--- config.mk ---
export PLATFORM = sky130hd
export DESIGN_NAME = ram_arbiter
export DESIGN_NICKNAME = d
export VERILOG_FILES = /design/src/rtl/ram_arb_pkg.sv /design/src/rtl/ram_arbiter_rr_arb2.sv /design/src/rtl/ram_arbiter.sv
export SDC_FILE = /design/constraint.sdc
export NUM_CORES = 1
export LEC_CHECK = 0
export BUFFER_PORTS_ARGS = -buffer_cell sky130_fd_sc_hd__buf_2
export CAP_MARGIN = 15
export CORE_MARGIN = 1
export CORE_UTILIZATION = 35
export DETAILED_ROUTE_END_ITERATION = 12
export PLACE_DENSITY_LB_ADDON = 0.25
export SKIP_CTS_REPAIR_TIMING = 1
export SYNTH_ARGS = -nofsm -noshare
export SYNTH_HDL_FRONTEND = slang
export SYNTH_SLANG_ARGS = --single-unit
--- constraint.sdc ---
create_clock -name clk -period 4.8 [get_ports clk]
set_clock_uncertainty 0.1 [all_clocks]
set_input_delay 0.96 -clock clk [delete_from_list [all_inputs] [get_ports clk]]
set_output_delay 0.96 -clock clk [all_outputs]
set_load 0.005 [all_outputs]
--- src/rtl/ram_arb_pkg.sv ---
`default_nettype none
// ============================================================================
// Module : ram_arb_pkg
// Purpose: Shared definitions for the two-client RAM arbiter: default data
//          and address widths, RAM word/address types, the client index
//          type and the 2-way round-robin pick function.
// Ports  : none (package)
// Rev    : 1.0  initial release
// ============================================================================
package ram_arb_pkg;

  localparam int unsigned RAM_DW = 8;  // RAM word width
  localparam int unsigned RAM_AW = 8;  // RAM address width (256 words)

  typedef logic [RAM_AW-1:0] ram_addr_t;
  typedef logic [RAM_DW-1:0] ram_data_t;

  // Client index; also used as the round-robin priority pointer.
  typedef enum logic {
    CLIENT0 = 1'b0,
    CLIENT1 = 1'b1
  } client_t;

  // One-hot grant for a 2-bit request vector. Under contention the pointer
  // holder wins; a lone requester always wins.
  function automatic logic [1:0] rr_pick(input logic [1:0] req, input client_t ptr);
    logic [1:0] gnt;
    gnt = 2'b00;
    case (req)
      2'b01:   gnt = 2'b01;
      2'b10:   gnt = 2'b10;
      2'b11:   gnt = (ptr == CLIENT1) ? 2'b10 : 2'b01;
      default: gnt = 2'b00;
    endcase
    return gnt;
  endfunction

endpackage : ram_arb_pkg
`default_nettype wire

--- src/rtl/ram_arbiter_rr_arb2.sv ---
`default_nettype none
// ============================================================================
// Module : rr_arb2
// Purpose: Two-way round-robin arbiter with a 1-bit priority pointer. The
//          grant is combinational; the pointer moves to the losing client
//          after every grant and holds when nothing is granted.
// Ports  : clk  in   clock (rising edge)
//          rst  in   synchronous active-high reset (pointer -> client 0)
//          req  in   [1:0] request per client
//          gnt  out  [1:0] one-hot grant, same cycle as req
// Rev    : 1.0  initial release
// ============================================================================
module rr_arb2
  import ram_arb_pkg::*;
(
  input  logic       clk,
  input  logic       rst,
  input  logic [1:0] req,
  output logic [1:0] gnt
);

  client_t ptr_q, ptr_d;

  always_comb begin
    gnt   = rr_pick(req, ptr_q);
    ptr_d = ptr_q;
    // Hand priority to whichever client did not get this grant.
    if (gnt[0]) begin
      ptr_d = CLIENT1;
    end else if (gnt[1]) begin
      ptr_d = CLIENT0;
    end
  end

  always_ff @(posedge clk) begin
    if (rst) begin
      ptr_q <= CLIENT0;
    end else begin
      ptr_q <= ptr_d;
    end
  end

endmodule : rr_arb2
`default_nettype wire

--- src/rtl/ram_arbiter.sv ---
`default_nettype none
// ============================================================================
// Module : ram_arbiter
// Purpose: Shares a dual-port (1W + 1R) RAM between two clients. Write and
//          read ports are arbitrated independently with round-robin
//          fairness. Read data returns one cycle after acceptance; a read and
//          write to the same address in the same cycle returns the new data.
// Ports  : clk, rst                 clock, synchronous active-high reset
//          reqN, weN, addrN, wdataN client N request (N = 0,1)
//          ackN                     combinational accept
//          rvalidN, rdataN          registered read response (rdata 0 if idle)
//          ram_w_sig, ram_add_w,
//          ram_din, ram_add_r       RAM command outputs
//          ram_dout                 RAM read data (one cycle after ram_add_r)
// Rev    : 1.0  initial release
// ============================================================================
module ram_arbiter
  import ram_arb_pkg::*;
#(
  parameter int unsigned DW = RAM_DW,
  parameter int unsigned AW = RAM_AW
) (
  input  logic          clk,
  input  logic          rst,
  input  logic          req0,
  input  logic          we0,
  input  logic [AW-1:0] addr0,
  input  logic [DW-1:0] wdata0,
  input  logic          req1,
  input  logic          we1,
  input  logic [AW-1:0] addr1,
  input  logic [DW-1:0] wdata1,
  output logic          ack0,
  output logic          ack1,
  output logic          rvalid0,
  output logic          rvalid1,
  output logic [DW-1:0] rdata0,
  output logic [DW-1:0] rdata1,
  output logic          ram_w_sig,
  output logic [AW-1:0] ram_add_w,
  output logic [DW-1:0] ram_din,
  output logic [AW-1:0] ram_add_r,
  input  logic [DW-1:0] ram_dout
);

  logic [1:0]    wr_req, rd_req;
  logic [1:0]    wr_gnt, rd_gnt;
  logic          collide;
  logic [DW-1:0] rd_word;

  logic [1:0]    rvalid_q, rvalid_d;
  logic          bypass_q, bypass_d;
  logic [DW-1:0] byp_data_q, byp_data_d;

  // Requests are masked while in reset so no grant and no RAM write can
  // happen; this also keeps the arbiter pointers frozen until the edge.
  always_comb begin
    wr_req = {req1 &  we1, req0 &  we0} & {2{~rst}};
    rd_req = {req1 & ~we1, req0 & ~we0} & {2{~rst}};
  end

  rr_arb2 u_wr_arb (
    .clk (clk),
    .rst (rst),
    .req (wr_req),
    .gnt (wr_gnt)
  );

  rr_arb2 u_rd_arb (
    .clk (clk),
    .rst (rst),
    .req (rd_req),
    .gnt (rd_gnt)
  );

  // Each client issues at most one operation, so at most one of its two
  // grant bits can be set.
  assign ack0 = wr_gnt[0] | rd_gnt[0];
  assign ack1 = wr_gnt[1] | rd_gnt[1];

  // RAM port muxes; all fields park at zero when the port is idle.
  always_comb begin
    ram_w_sig = 1'b0;
    ram_add_w = '0;
    ram_din   = '0;
    ram_add_r = '0;
    if (wr_gnt[0]) begin
      ram_w_sig = 1'b1;
      ram_add_w = addr0;
      ram_din   = wdata0;
    end else if (wr_gnt[1]) begin
      ram_w_sig = 1'b1;
      ram_add_w = addr1;
      ram_din   = wdata1;
    end
    if (rd_gnt[0]) begin
      ram_add_r = addr0;
    end else if (rd_gnt[1]) begin
      ram_add_r = addr1;
    end
  end

  // The RAM returns pre-write data on a same-cycle address match, so the
  // write data is captured here and substituted in the response cycle.
  assign collide = ram_w_sig && (|rd_gnt) && (ram_add_w == ram_add_r);

  always_comb begin
    rvalid_d   = rd_gnt;
    bypass_d   = collide;
    byp_data_d = collide ? ram_din : byp_data_q;
  end

  always_ff @(posedge clk) begin
    if (rst) begin
      rvalid_q   <= 2'b00;
      bypass_q   <= 1'b0;
      byp_data_q <= '0;
    end else begin
      rvalid_q   <= rvalid_d;
      bypass_q   <= bypass_d;
      byp_data_q <= byp_data_d;
    end
  end

  // Gating with rst drops a response whose read was accepted in the cycle
  // just before reset was raised.
  assign rd_word = bypass_q ? byp_data_q : ram_dout;
  assign rvalid0 = rvalid_q[0] & ~rst;
  assign rvalid1 = rvalid_q[1] & ~rst;
  assign rdata0  = rvalid0 ? rd_word : '0;
  assign rdata1  = rvalid1 ? rd_word : '0;

endmodule : ram_arbiter
`default_nettype wire

== Word level (Yosys, flattened, before mapping) ==
Index checks and enable logic that the tools add are counted.

* Register bits: 13
* Latch bits: 0
* Bits in writable memories: 0
* Memory bits (read-only): 0
* Bits of input ports: 46
* Output and inout port bits: 45
* Logic and storage cells: 49
* Memories: 0

* Add/subtract/negate cells: 0
* $mul: 0
* Divide/modulo/power cells: 0
* $lt $le $gt $ge: 0
* Equality and inequality tests: 7
* Shift-type cells: 0
* Multiplexer cells: 19
* Bitwise logic cells: 13
* Reduce and logical (&&, ||, !) cells: 5

{| class="wikitable"
|+ Operator list
! cell !! count
|-
| 8-bit 2-to-1 mux || 9
|-
| 2-bit case mux with 3 select lines || 2
|-
| 2-bit equality test, second input constant || 4
|-
| 8-bit equality test || 1
|-
| 1-bit AND || 6
|-
| 1-bit 2-to-1 mux || 6
|-
| 2-bit AND || 2
|-
| 2-bit by 1-bit equality test with 1-bit output, second input constant || 2
|-
| 2-bit 2-to-1 mux || 2
|-
| 2-bit nonzero test || 2
|-
| 1-bit NOT || 3
|-
| 1-bit logical AND || 2
|-
| 1-bit bitwise OR || 2
|-
| 2-bit OR reduction || 1
|}

== Logic depth before layout (Yosys ltp) ==
Gate-level depths: netlist (run 1).

* Depth after elaboration: 9
* Gate-level depth with buffers: 9
* Depth with buffers taken out: 7

== Cells and area by module ==
A second synthesis (run 1) with hierarchy kept.

* Cells, all modules: 215
* Area, all modules: 1500.2 um^2

{| class="wikitable"
|+ Modules (own cells, without submodules)
! module !! times used !! cells each !! area each (um^2) !! sequential area each (um^2)
|-
| ram_arbiter || 1 || 201 || 1367.6 || 220.2
|-
| rr_arb2 || 2 || 7 || 66.3 || 20.0
|}

== Worst setup path before layout (run 1) ==
OpenSTA, ideal clock, no wires.

* Kind: input to output
* Start point: input port req1
* End point: output port ram_din[0]
* Arrival time: 2.127 ns
* Data required time: 3.740 ns
* Setup slack: 1.613 ns
* Cell stages on the path: 5
* Buffers on the path: 2
* Path through: buf_2 > and3_1 > nor3_2 > clkbuf_1 > a22o_1

* Cells in the longest elaborated chain, start to end: 6
* Elaborated cells on any way between the ends: 8
* Those cells by class: 3 x eq/ne; 3 x mux; 2 x bitwise

{| class="wikitable"
|+ RTL lines
! item !! RTL line !! source
|-
| from (decl) || ram_arbiter.sv:29 || <nowiki>input logic req1,</nowiki>
|-
| 1-bit AND * || ram_arbiter.sv:58 || <nowiki>wr_req = {req1 & we1, req0 & we0} & {2{~rst}};</nowiki>
|-
| 2-bit AND * || ram_arbiter.sv:58 ||
|-
| 2-bit equality test / 2-bit by 1-bit equality test with 1-bit output (equally long branches) || ram_arb_pkg.sv:29 || <nowiki>case (req)</nowiki>
|-
| 2-bit case mux with 3 select lines * || ram_arb_pkg.sv:29 ||
|-
| 8-bit 2-to-1 mux || ram_arbiter.sv:91 || <nowiki>end else if (wr_gnt[1]) begin</nowiki>
|-
| 8-bit 2-to-1 mux * || ram_arbiter.sv:87 || <nowiki>if (wr_gnt[0]) begin</nowiki>
|-
| to (decl) || ram_arbiter.sv:41 || <nowiki>output logic [DW-1:0] ram_din,</nowiki>
|}

Mark *: on every way between the ends. The rest lies on a longest branch, timed or not.

== Worst setup path after layout (run 1) ==
* Start point: input port we1
* End point: output port ram_add_r[5]

* Cells in the longest elaborated chain, start to end: 7
* Elaborated cells on any way between the ends: 9
* Those cells by class: 3 x eq/ne; 3 x mux; 3 x bitwise

{| class="wikitable"
|+ RTL lines
! item !! RTL line !! source
|-
| from (decl) || ram_arbiter.sv:30 || <nowiki>input logic we1,</nowiki>
|-
| 1-bit NOT * || ram_arbiter.sv:59 || <nowiki>rd_req = {req1 & ~we1, req0 & ~we0} & {2{~rst}};</nowiki>
|-
| 1-bit AND * || ram_arbiter.sv:59 ||
|-
| 2-bit AND * || ram_arbiter.sv:59 ||
|-
| 2-bit equality test / 2-bit by 1-bit equality test with 1-bit output (equally long branches) || ram_arb_pkg.sv:29 ||
|-
| 2-bit case mux with 3 select lines * || ram_arb_pkg.sv:29 ||
|-
| 8-bit 2-to-1 mux || ram_arbiter.sv:98 || <nowiki>end else if (rd_gnt[1]) begin</nowiki>
|-
| 8-bit 2-to-1 mux * || ram_arbiter.sv:96 || <nowiki>if (rd_gnt[0]) begin</nowiki>
|-
| to (decl) || ram_arbiter.sv:42 || <nowiki>output logic [AW-1:0] ram_add_r,</nowiki>
|}

Marks and branches as above.

==> results of run 1 <==
-- per-layer routing --
metal	vias to the layer above	global-route usage	share of wire
met4	0	0.06944	0.010
met2	90	0.3553	0.48
met1	754	0.2500	0.43
li1	845	-	-
met3	4	0.02857	0.084
met5	-	0	0
-- report_power, final --
group	total, mW	internal [mW]	switching, mW
logic	0.108	0.0488	0.0588
clock network	0.0933	0.0583	0.0349
registers	0.112	0.110	0.00202
total	0.313	0.217	0.0958
-- through the flow --
stage / area (sq um) / hold WS [ns]
after floorplan: 1356 / 0.4007
after global placement: 1851 / 0.4617
after detailed placement: 1851 / 0.4640
after CTS: 1896 / 0.4736
after global routing: 1896 / 0.5077
final: 1896 / 0.4794
-- worst max-delay path: cells and delay by family --
kind / cells / cell delay (ns)
buffers and inverters: 2 / 0.27
AO/OA/AOI/OAI: 1 / 0.13
AND/OR/NAND/NOR: 3 / 0.99
-- cells in the mapped netlist (2+ instances only) --
cell	count	share of area
a22oi_1	9	0.050
a22o_1	15	0.097
nor2_1	37	0.10
a21oi_1	6	0.022
and3b_1	2	0.013
mux2i_1	8	0.059
nor2b_1	14	0.065
nor3b_1	4	0.022
mux2_2	8	0.066
o21ai_0	2	0.0074
nand3_1	2	0.0074
clkbuf_1	6	0.017
o22a_1	2	0.013
dfxtp_1	13	0.19
nand4_1	4	0.018
inv_1	8	0.022
o21a_1	2	0.011
nand2_1	8	0.022
-- final cells by class --
cell class	instances	area [sq um]
fill	389	1793
multi-input combinational	149	1027
timing repair buffer	93	473.0
sequential	13	260.3
tap	48	60.06
clock buffer	4	45.04
inverter	8	30.03
-- state kept, by name, summed over array words and instances, names as in the netlist --
| signal | count |
|---|---|
| bypass_q | 1 |
| byp_data_q | 8 |
| u_wr_arb.ptr_q | 1 |
| u_rd_arb.ptr_q | 1 |
| rvalid_q | 2 |
-- cells in the final DEF (no fill, tap or decap), drive strengths merged, types with 2 or more instances in the layout --
cell type / Yosys / routed
clkbuf: 6 / 4
a22o: 16 / 16
and3b: 2 / 2
nor3: 2 / 2
nand4: 5 / 5
o21ai: 2 / 2
nand3: 2 / 2
dfxtp: 13 / 13
nand2: 8 / 8
o22a: 2 / 2
or2: 2 / 2
a21oi: 6 / 6
mux2: 8 / 8
o21a: 2 / 2
nor3b: 4 / 4
nor2b: 14 / 14
a22oi: 9 / 9
buf: 2 / 93
inv: 8 / 8
mux2i: 8 / 8
nor2: 38 / 38
-- logic make-up after synthesis --
logic type,Yosys count,share of synthesized area
buffers and inverters,16,0.05073
muxes,16,0.1255
AOI/OAI and AO/OA,48,0.2869
and+or+nand+nor,85,0.3450
DFF,13,0.1919
-- final timing paths --
check,to,slack (ns)
max,ram_add_r[5],1.39
min,u_rd_arb.ptr_q$_SDFFE_PP0P_,0.48
max reg2reg,byp_data_q[1]$_SDFFE_PP0P_,2.08
min reg2reg,u_rd_arb.ptr_q$_SDFFE_PP0P_,0.48
==> out/metrics.csv, run 1 <==
stage;metric;value;unit
routing;initial drt markers;60;
routing;Avg Vias per Cell;5.375;
sta;Slew @ Worst Pin;0.7334;ns
sta;RSZ-0062 raised after global routing;no;
logic_synthesis;yosys synthesis warning count;0;
min_path;worst min path class;reg -> reg;
finish;final layout net count;314;
clock_tree;Root Buffer;clkbuf_8;
critical_path;type of origin of the critical path;input pin;
critical_path;worst stage delay on the critical path;0.62;ns
pwr;VDD IR max;0.00007509;V
min_path;Hold Path Cell Cnt;2;
clock_tree;number of clock sinks seen by CTS;13;
clock_tree;cts bufs inserted;3;
critical_path;Worst setup startpoint;we1;
sta;TNS Setup;0;ns
place;worst slack, placed;1.328;ns
sta;setup violators final;0;
global_routing;pin count of the biggest net entering global routing;32;
critical_path;Worst R2R Start;u_rd_arb.ptr_q$_SDFFE_PP0P_;
logic_synthesis;ys flop type;dfxtp_1;
pwr;LEAKAGE;0.9831;nW
routing;Avg WL per Cell;13.44;um
die;die area;4128;sq um
place;Final GP Congestion;0.8522;
routing;drt drc;0;
sta;final hold vios;0;
sta;min setup slack post-route;1.392;ns
min_path;hold path startpoint;u_rd_arb.ptr_q$_SDFFE_PP0P_;
finish;Post-Layout Cell Count;315;
sta;Slew headroom;0.5100;
clock_tree;clk_lat worst skew;0.24;ns
die;CORE AREA;3689;sq um
critical_path;CP max-delay cell;nor3b_1;
finish;P&R area growth vs syn;39.76;%
sta;period utilization;0.7101;
logic_synthesis;post-synth cell types;46;
finish;share of layout cells above drive strength 1;0.4232;
clock_tree;Clock transition at path regs;0.05;ns
logic_synthesis;syn_nets;224;
die;Vert. Die Dim;64.25;um
global_routing;vias in the first global route;1470;
logic_synthesis;mean post-synth cell area;7.620;sq um
finish;ANT cells;0;
logic_synthesis;Async SR Flop Fraction;0;
die;standard-cell row count;22;
critical_path;CP required;3.74;ns
sta;Final Max Slew Viols;0;
global_routing;GRT overflow;0;
critical_path;most frequent cell on the critical path;buf_2;
place;Post-DP HPWL;3263;um
pwr;Design Power;0.3131;mW
logic_synthesis;Cells after Synth;178;
die;IO Pins;91;
critical_path;Worst Path Max Fanout;8;
logic_synthesis;Post-Syn Area;1356;sq um
routing;Vias;1693;
finish;final core occ;0.5139;
critical_path;critical path data arrival time;2.35;ns
sta;post-route minimum period;3.408;ns
logic_synthesis;Post-synth EDFFs;0;
global_routing;first-pass GRT wire length;6693;um
critical_path;CP endpoint kind;primary output;
critical_path;R2R depth;6;
routing;Total Routed Length;4235;um
pwr;Pwr Density;165.2;nW/um^2
logic_synthesis;Seq/Total Area, Yosys;0.1919;
outcome;status;finished clean;
place;Port Buffers;90;
global_routing;GRT Overall Usage;0.2028;
die;Die W;64.25;um
global_routing;antenna violations before repair;0;
critical_path;WS Path Type;in -> out;
critical_path;worst-path cell chain;buf_2 > and3b_1 > nor3b_1 > a22oi_1 > nor2_1 > buf_2;
clock_tree;Clock Tree Buf Depth;2;
die;Starting Density;0.3677;
logic_synthesis;Synth Register Bits;13;
routing;Routed Antenna Nets;0;
routing;drt first pass iters;4;
sta;Peak Freq;0.2934;GHz
job;Max-cap violations;0;
clock_tree;htree depth;1;
place;# placed instances;311;
clock_tree;clock tree from TritonCTS;yes;
Power figures use the tool's default switching activity.
==> run 2, diff against run 1 <==
- clock period: 4.8 -> 3 ns (I/O delays scaled with it)
==> out/metrics.csv, run 2 (synthesis gave the netlist of run 1 again) <==
stage;metric;value;unit;change
clock_tree;clock tree from TritonCTS;yes;;
die;Starting Density;0.3677;;unchanged
finish;ANT cells;0;;unchanged
place;worst slack, placed;-0.02202;ns;-1.350 ns
pwr;Int Pwr;0.3588;mW;+65%
routing;Avg Vias per Cell;5.226;;-2.8%
sta;Slew headroom;0.6931;;+0.1830
critical_path;R2R depth;6;;unchanged
routing;drt first pass iters;4;;unchanged
critical_path;CP required;3.03;ns;-0.71 ns
die;CORE AREA;3689;sq um;unchanged
die;die area;4128;sq um;unchanged
pwr;clock share of power;0.293;;-0.005
outcome;status;finished clean;;
critical_path;worst-path cell chain;buf_2 > or4b_1 > nand3_1 > o22ai_1 > o41ai_2 > nand4_2 > mux2_2;;
critical_path;Levels on crit path;7;;+1
pwr;LEAKAGE;1.049;nW;+6.7%
clock_tree;cts bufs inserted;3;;unchanged
routing;Vias;1714;;+1.2%
finish;Largest register FFs;8;;unchanged
routing;Avg WL per Cell;12.80;um;-4.8%
finish;commonest non-fill, non-tap cell in the layout;buf_2;;
sta;period utilization;0.9279;;
place;Post-DP HPWL;3359;um;+3.0%
clock_tree;number of clock sinks seen by CTS;13;;unchanged
pwr;Comb pwr share;0.359;;+0.015
critical_path;WS Path Type;in -> reg;;
die;standard-cell row count;22;;unchanged
critical_path;reg2reg setup slack;0.34;ns;-1.74 ns
sta;Slew @ Worst Pin;0.4598;ns;-0.2736 ns
pwr;sequential share of power;0.348;;-0.010
die;Vert. Die Dim;64.25;um;unchanged
finish;final core occ;0.5404;;+0.02646
place;Port Buffers;90;;unchanged
global_routing;first-pass GRT wire length;6748;um;+0.82%
sta;Final Max Slew Viols;0;;unchanged
pwr;Design Power;0.5152;mW;+65%
global_routing;GRT Overall Usage;0.2053;;+0.002594
clock_tree;Root Buffer;clkbuf_8;;
global_routing;GRT overflow;0;;unchanged
clock_tree;clk_lat worst skew;0.24;ns;about the same
min_path;worst min path class;reg -> reg;;
finish;P&R area growth vs syn;46.96;%;
finish;final layout net count;327;;+4.1%
finish;Biggest register;byp_data_q;;
min_path;hold path startpoint;u_wr_arb.ptr_q$_SDFFE_PP0N_;;
pwr;Pwr Density;258.5;nW/um^2;+57%
die;IO Pins;91;;unchanged
finish;Regs by FF count;byp_data_q x8, rvalid_q x2;;
sta;RSZ-0062 raised after global routing;no;;
critical_path;CP max-delay cell;or4b_1;;
finish;share of layout cells above drive strength 1;0.4500;;+0.02678
finish;most frequent cells in the layout;buf_2 (90), nor2_1 (37), buf_4 (16);;
pwr;Switch Pwr;0.1565;mW;+63%
die;Die W;64.25;um;unchanged
clock_tree;Clock transition at path regs;0.05;ns;about the same
critical_path;Worst Path Max Fanout;8;;unchanged
min_path;Hold Path Cell Cnt;2;;unchanged
sta;TNS Setup;0;ns;unchanged
critical_path;Buf+Inv Stages, Crit Path;1;;-1
routing;drt drc;0;;unchanged
sta;post-route minimum period;2.784;ns;
critical_path;Worst R2R Start;u_rd_arb.ptr_q$_SDFFE_PP0P_;;
sta;final hold vios;0;;unchanged
routing;Total Routed Length;4199;um;-0.85%
critical_path;worst stage delay on the critical path;0.56;ns;-0.06 ns
place;Final GP Congestion;0.8129;;-4.6%
pwr;VDD IR max;0.0001153;V;+54%
global_routing;vias in the first global route;1500;;+2.0%
sta;setup violators final;0;;unchanged
global_routing;antenna violations before repair;0;;unchanged
pwr;Sw Ratio;0.3037;;-0.002267
routing;Routed Antenna Nets;0;;unchanged
job;Max-cap violations;0;;unchanged
critical_path;CP endpoint kind;register;;
clock_tree;Clock Tree Buf Depth;2;;unchanged
global_routing;pin count of the biggest net entering global routing;20;;-38%
routing;initial drt markers;51;;-15%
sta;min setup slack post-route;0.2162;ns;-1.176 ns
critical_path;type of origin of the critical path;input pin;;
clock_tree;htree depth;1;;unchanged
critical_path;Worst setup startpoint;we1;;
sta;Peak Freq;0.3592;GHz;
sta;Final Hold Slack;0.4720;ns;-0.007439 ns
critical_path;CP top delay family;simple AND/OR/NAND/NOR gates;;
critical_path;critical path data arrival time;2.81;ns;+0.46 ns
[run 2: worst reg2reg max path, stage by stage, from the launching register on]
cell	delay, ns
dfxtp_1	0.35
or4b_1	0.59
nand3_1	0.27
o22ai_1	0.14
o41ai_2	0.43
nand4_2	0.31
mux2_2	0.37
[run 2: power by group through the flow]
stage	clock network [mW]	logic [mW]	registers, mW
6_report	0.151	0.185	0.179
3_3_place_gp	0	0.182	0.183
3_5_place_dp	0	0.184	0.183
2_1_floorplan	0	0.0961	0.181
4_1_cts	0.156	0.185	0.179
5_1_grt	0.165	0.203	0.180
[run 2: metrics by stage]
step           instance area (sq um)  instances
2_1_floorplan                   1356        178
3_3_place_gp                    1948        324
3_5_place_dp                    1948        324
4_1_cts                         1993        328
5_1_grt                         1993        328
6_report                        1993        328
[run 2: final cells by class]
cell class | instances | area [sq um]
clock buffers | 4 | 45.04
fillers | 360 | 1695
inverters | 8 | 30.03
multi-input cells | 149 | 1027
flip-flops and latches | 13 | 260.3
well taps | 48 | 60.06
repair buffers | 106 | 570.5
[run 2: routing by layer]
metal / GRT usage / vias to the layer above / routed length, um
met5: 0 / - / 0
met4: 0.08056 / 0 / 47
met3: 0.02679 / 4 / 322
met2: 0.3382 / 78 / 1948
met1: 0.2678 / 765 / 1881
li1: - / 867 / -
[run 2: final timing paths]
kind | to
setup / recovery | byp_data_q[4]$_SDFFE_PP0P_
hold / removal | u_wr_arb.ptr_q$_SDFFE_PP0N_
setup reg to reg | byp_data_q[4]$_SDFFE_PP0P_
hold reg to reg | u_wr_arb.ptr_q$_SDFFE_PP0N_
==> run 3, diff against run 2 <==
- BUFFER_PORTS_ARGS: -buffer_cell sky130_fd_sc_hd__buf_2 -> default
- DONT_BUFFER_PORTS: default -> 1
- PLACE_DENSITY: default -> 0.57
- PLACE_DENSITY_LB_ADDON: 0.25 -> default
==> out/metrics.csv, run 3 (synthesis gave the netlist of run 1 again) <==
stage;metric;value;unit;change
critical_path;CP endpoint kind;register;;
global_routing;first-pass GRT wire length;6251;um;-7.4%
routing;initial drt markers;47;;-7.8%
global_routing;antenna violations before repair;0;;unchanged
routing;Avg Vias per Cell;6.109;;+17%
finish;P&R area growth vs syn;9.317;%;
critical_path;CP required;3.02;ns;about the same
clock_tree;htree depth;1;;unchanged
finish;fillcell total;393;;+9.2%
global_routing;vias in the first global route;1291;;-14%
pwr;Comb pwr share;0.259;;-0.100
routing;Vias;1405;;-18%
critical_path;WS Path Type;reg -> reg;;
die;IO Pins;91;;unchanged
routing;Routed Antenna Nets;0;;unchanged
routing;Avg WL per Cell;17.67;um;+38%
finish;Biggest register;byp_data_q;;
finish;final layout net count;229;;-30%
finish;Regs by FF count;byp_data_q x8, rvalid_q x2;;
clock_tree;clk_lat worst skew;0.23;ns;about the same
place;placed cell areas;1438;sq um;-26%
pwr;sequential share of power;0.401;;+0.053
sta;final hold vios;0;;unchanged
finish;Largest register FFs;8;;unchanged
finish;Multi-input gate area;1027;sq um;unchanged
pwr;Pwr Density;301.4;nW/um^2;+17%
sta;period utilization;0.8923;;-0.03565
finish;final core occ;0.4020;;-0.1384
clock_tree;clock tree from TritonCTS;yes;;
pwr;clock share of power;0.341;;+0.048
pwr;Sw Ratio;0.2864;;-0.01722
critical_path;R2R depth;6;;unchanged
critical_path;critical path data arrival time;2.70;ns;-0.11 ns
clock_tree;number of clock sinks seen by CTS;13;;unchanged
clock_tree;Root Buffer;clkbuf_8;;
place;Final GP Congestion;0.8464;;+4.1%
global_routing;pin count of the biggest net entering global routing;32;;+60%
min_path;worst min path class;in -> reg;;
outcome;status;finished clean;;
sta;Slew @ Worst Pin;0.4709;ns;+0.01115 ns
global_routing;GRT Overall Usage;0.1946;;-0.01078
clock_tree;Clock transition at path regs;0.05;ns;about the same
sta;RSZ-0062 raised after global routing;no;;
pwr;Design Power;0.4469;mW;-13%
finish;share of layout cells above drive strength 1;0.1538;;-0.2962
die;standard-cell row count;22;;unchanged
job;Max-cap violations;0;;unchanged
pwr;LEAKAGE;0.5913;nW;-44%
die;Starting Density;0.3677;;unchanged
finish;post-route cell area;1483;sq um;-26%
sta;TNS Setup;0;ns;unchanged
pwr;Switch Pwr;0.1280;mW;-18%
clock_tree;Clock Tree Buf Depth;2;;unchanged
sta;Slew headroom;0.6856;;-0.007443
clock_tree;cts bufs inserted;3;;unchanged
place;Post-DP HPWL;3192;um;-5.0%
routing;drt first pass iters;4;;unchanged
pwr;VDD IR max;0.0001083;V;-6.1%
finish;ANT cells;0;;unchanged
place;Port Buffers;0;;-100%
routing;Total Routed Length;4064;um;-3.2%
pwr;Int Pwr;0.3189;mW;-11%
sta;post-route minimum period;2.677;ns;-0.1069 ns
critical_path;type of origin of the critical path;register;;
critical_path;reg2reg setup slack;0.32;ns;-0.02 ns
sta;setup violators final;0;;unchanged
global_routing;GRT overflow;0;;unchanged
die;die area;4128;sq um;unchanged
sta;Final Max Slew Viols;0;;unchanged
die;Die W;64.25;um;unchanged
finish;commonest non-fill, non-tap cell in the layout;nor2_1;;
routing;drt drc;0;;unchanged
die;Vert. Die Dim;64.25;um;unchanged
critical_path;Worst Path Max Fanout;8;;unchanged
finish;FF+latch area;260.3;sq um;unchanged
sta;Peak Freq;0.3736;GHz;+4.0%
min_path;Hold Path Cell Cnt;1;;-1
die;CORE AREA;3689;sq um;unchanged
finish;most frequent cells in the layout;nor2_1 (37), a22o_1 (15), nor2b_1 (14);;
[run 3: changes by cell type in the layout (fill, tap and decap cells not counted)]
cell   previous run  this run
buf_4            16         8
buf_2            90         0
[run 3: path summary, 6_finish.rpt]
check / startpoint / end
setup reg to reg: u_rd_arb.ptr_q$_SDFFE_PP0P_ / byp_data_q[1]$_SDFFE_PP0P_
setup / recovery: u_rd_arb.ptr_q$_SDFFE_PP0P_ / byp_data_q[1]$_SDFFE_PP0P_
hold reg to reg: u_rd_arb.ptr_q$_SDFFE_PP0P_ / u_rd_arb.ptr_q$_SDFFE_PP0P_
hold / removal: rst / u_wr_arb.ptr_q$_SDFFE_PP0N_
[run 3: critical path, cell delays in order, from the launching register on]
cell and delay (ns):
dfxtp_1 0.34, or4b_1 0.58, nand3_1 0.26, o22ai_1 0.14, o41ai_2 0.46, nand4_2 0.32
mux2_2 0.36
[run 3: cell type report]
type	instances	area share
Clock buffer	4	0.03038
Inverter	8	0.02025
Multi-Input combinational cell	149	0.6928
Sequential cell	13	0.1755
Tap cell	48	0.04051
Timing Repair Buffer	8	0.04051
[run 3: power by group through the flow]
stage	registers (mW)	clock network, mW	logic (mW)
2_1_floorplan	0.181	0	0.0961
3_3_place_gp	0.183	0	0.113
3_5_place_dp	0.183	0	0.115
4_1_cts	0.179	0.157	0.116
5_1_grt	0.180	0.165	0.127
6_report	0.179	0.152	0.116
[run 3: per-stage QoR]
| step | hold WS (ns) | worst slack (ns) | instances |
|---|---|---|---|
| final | 0.3303 | 0.3231 | 230 |
| after global routing | 0.3209 | 0.1572 | 230 |
| after CTS | 0.3248 | 0.3165 | 230 |
| after detailed placement | 0.4543 | 0.1082 | 226 |
| after global placement | 0.4407 | 0.1659 | 226 |
| after floorplan | 0.4007 | 0.2421 | 178 |
[run 3: routing by layer]
layer / global-route usage / wire length (um)
met4: 0.06944 / 41
met2: 0.3566 / 1977
met5: 0 / 0
met3: 0.03750 / 334
met1: 0.2201 / 1711
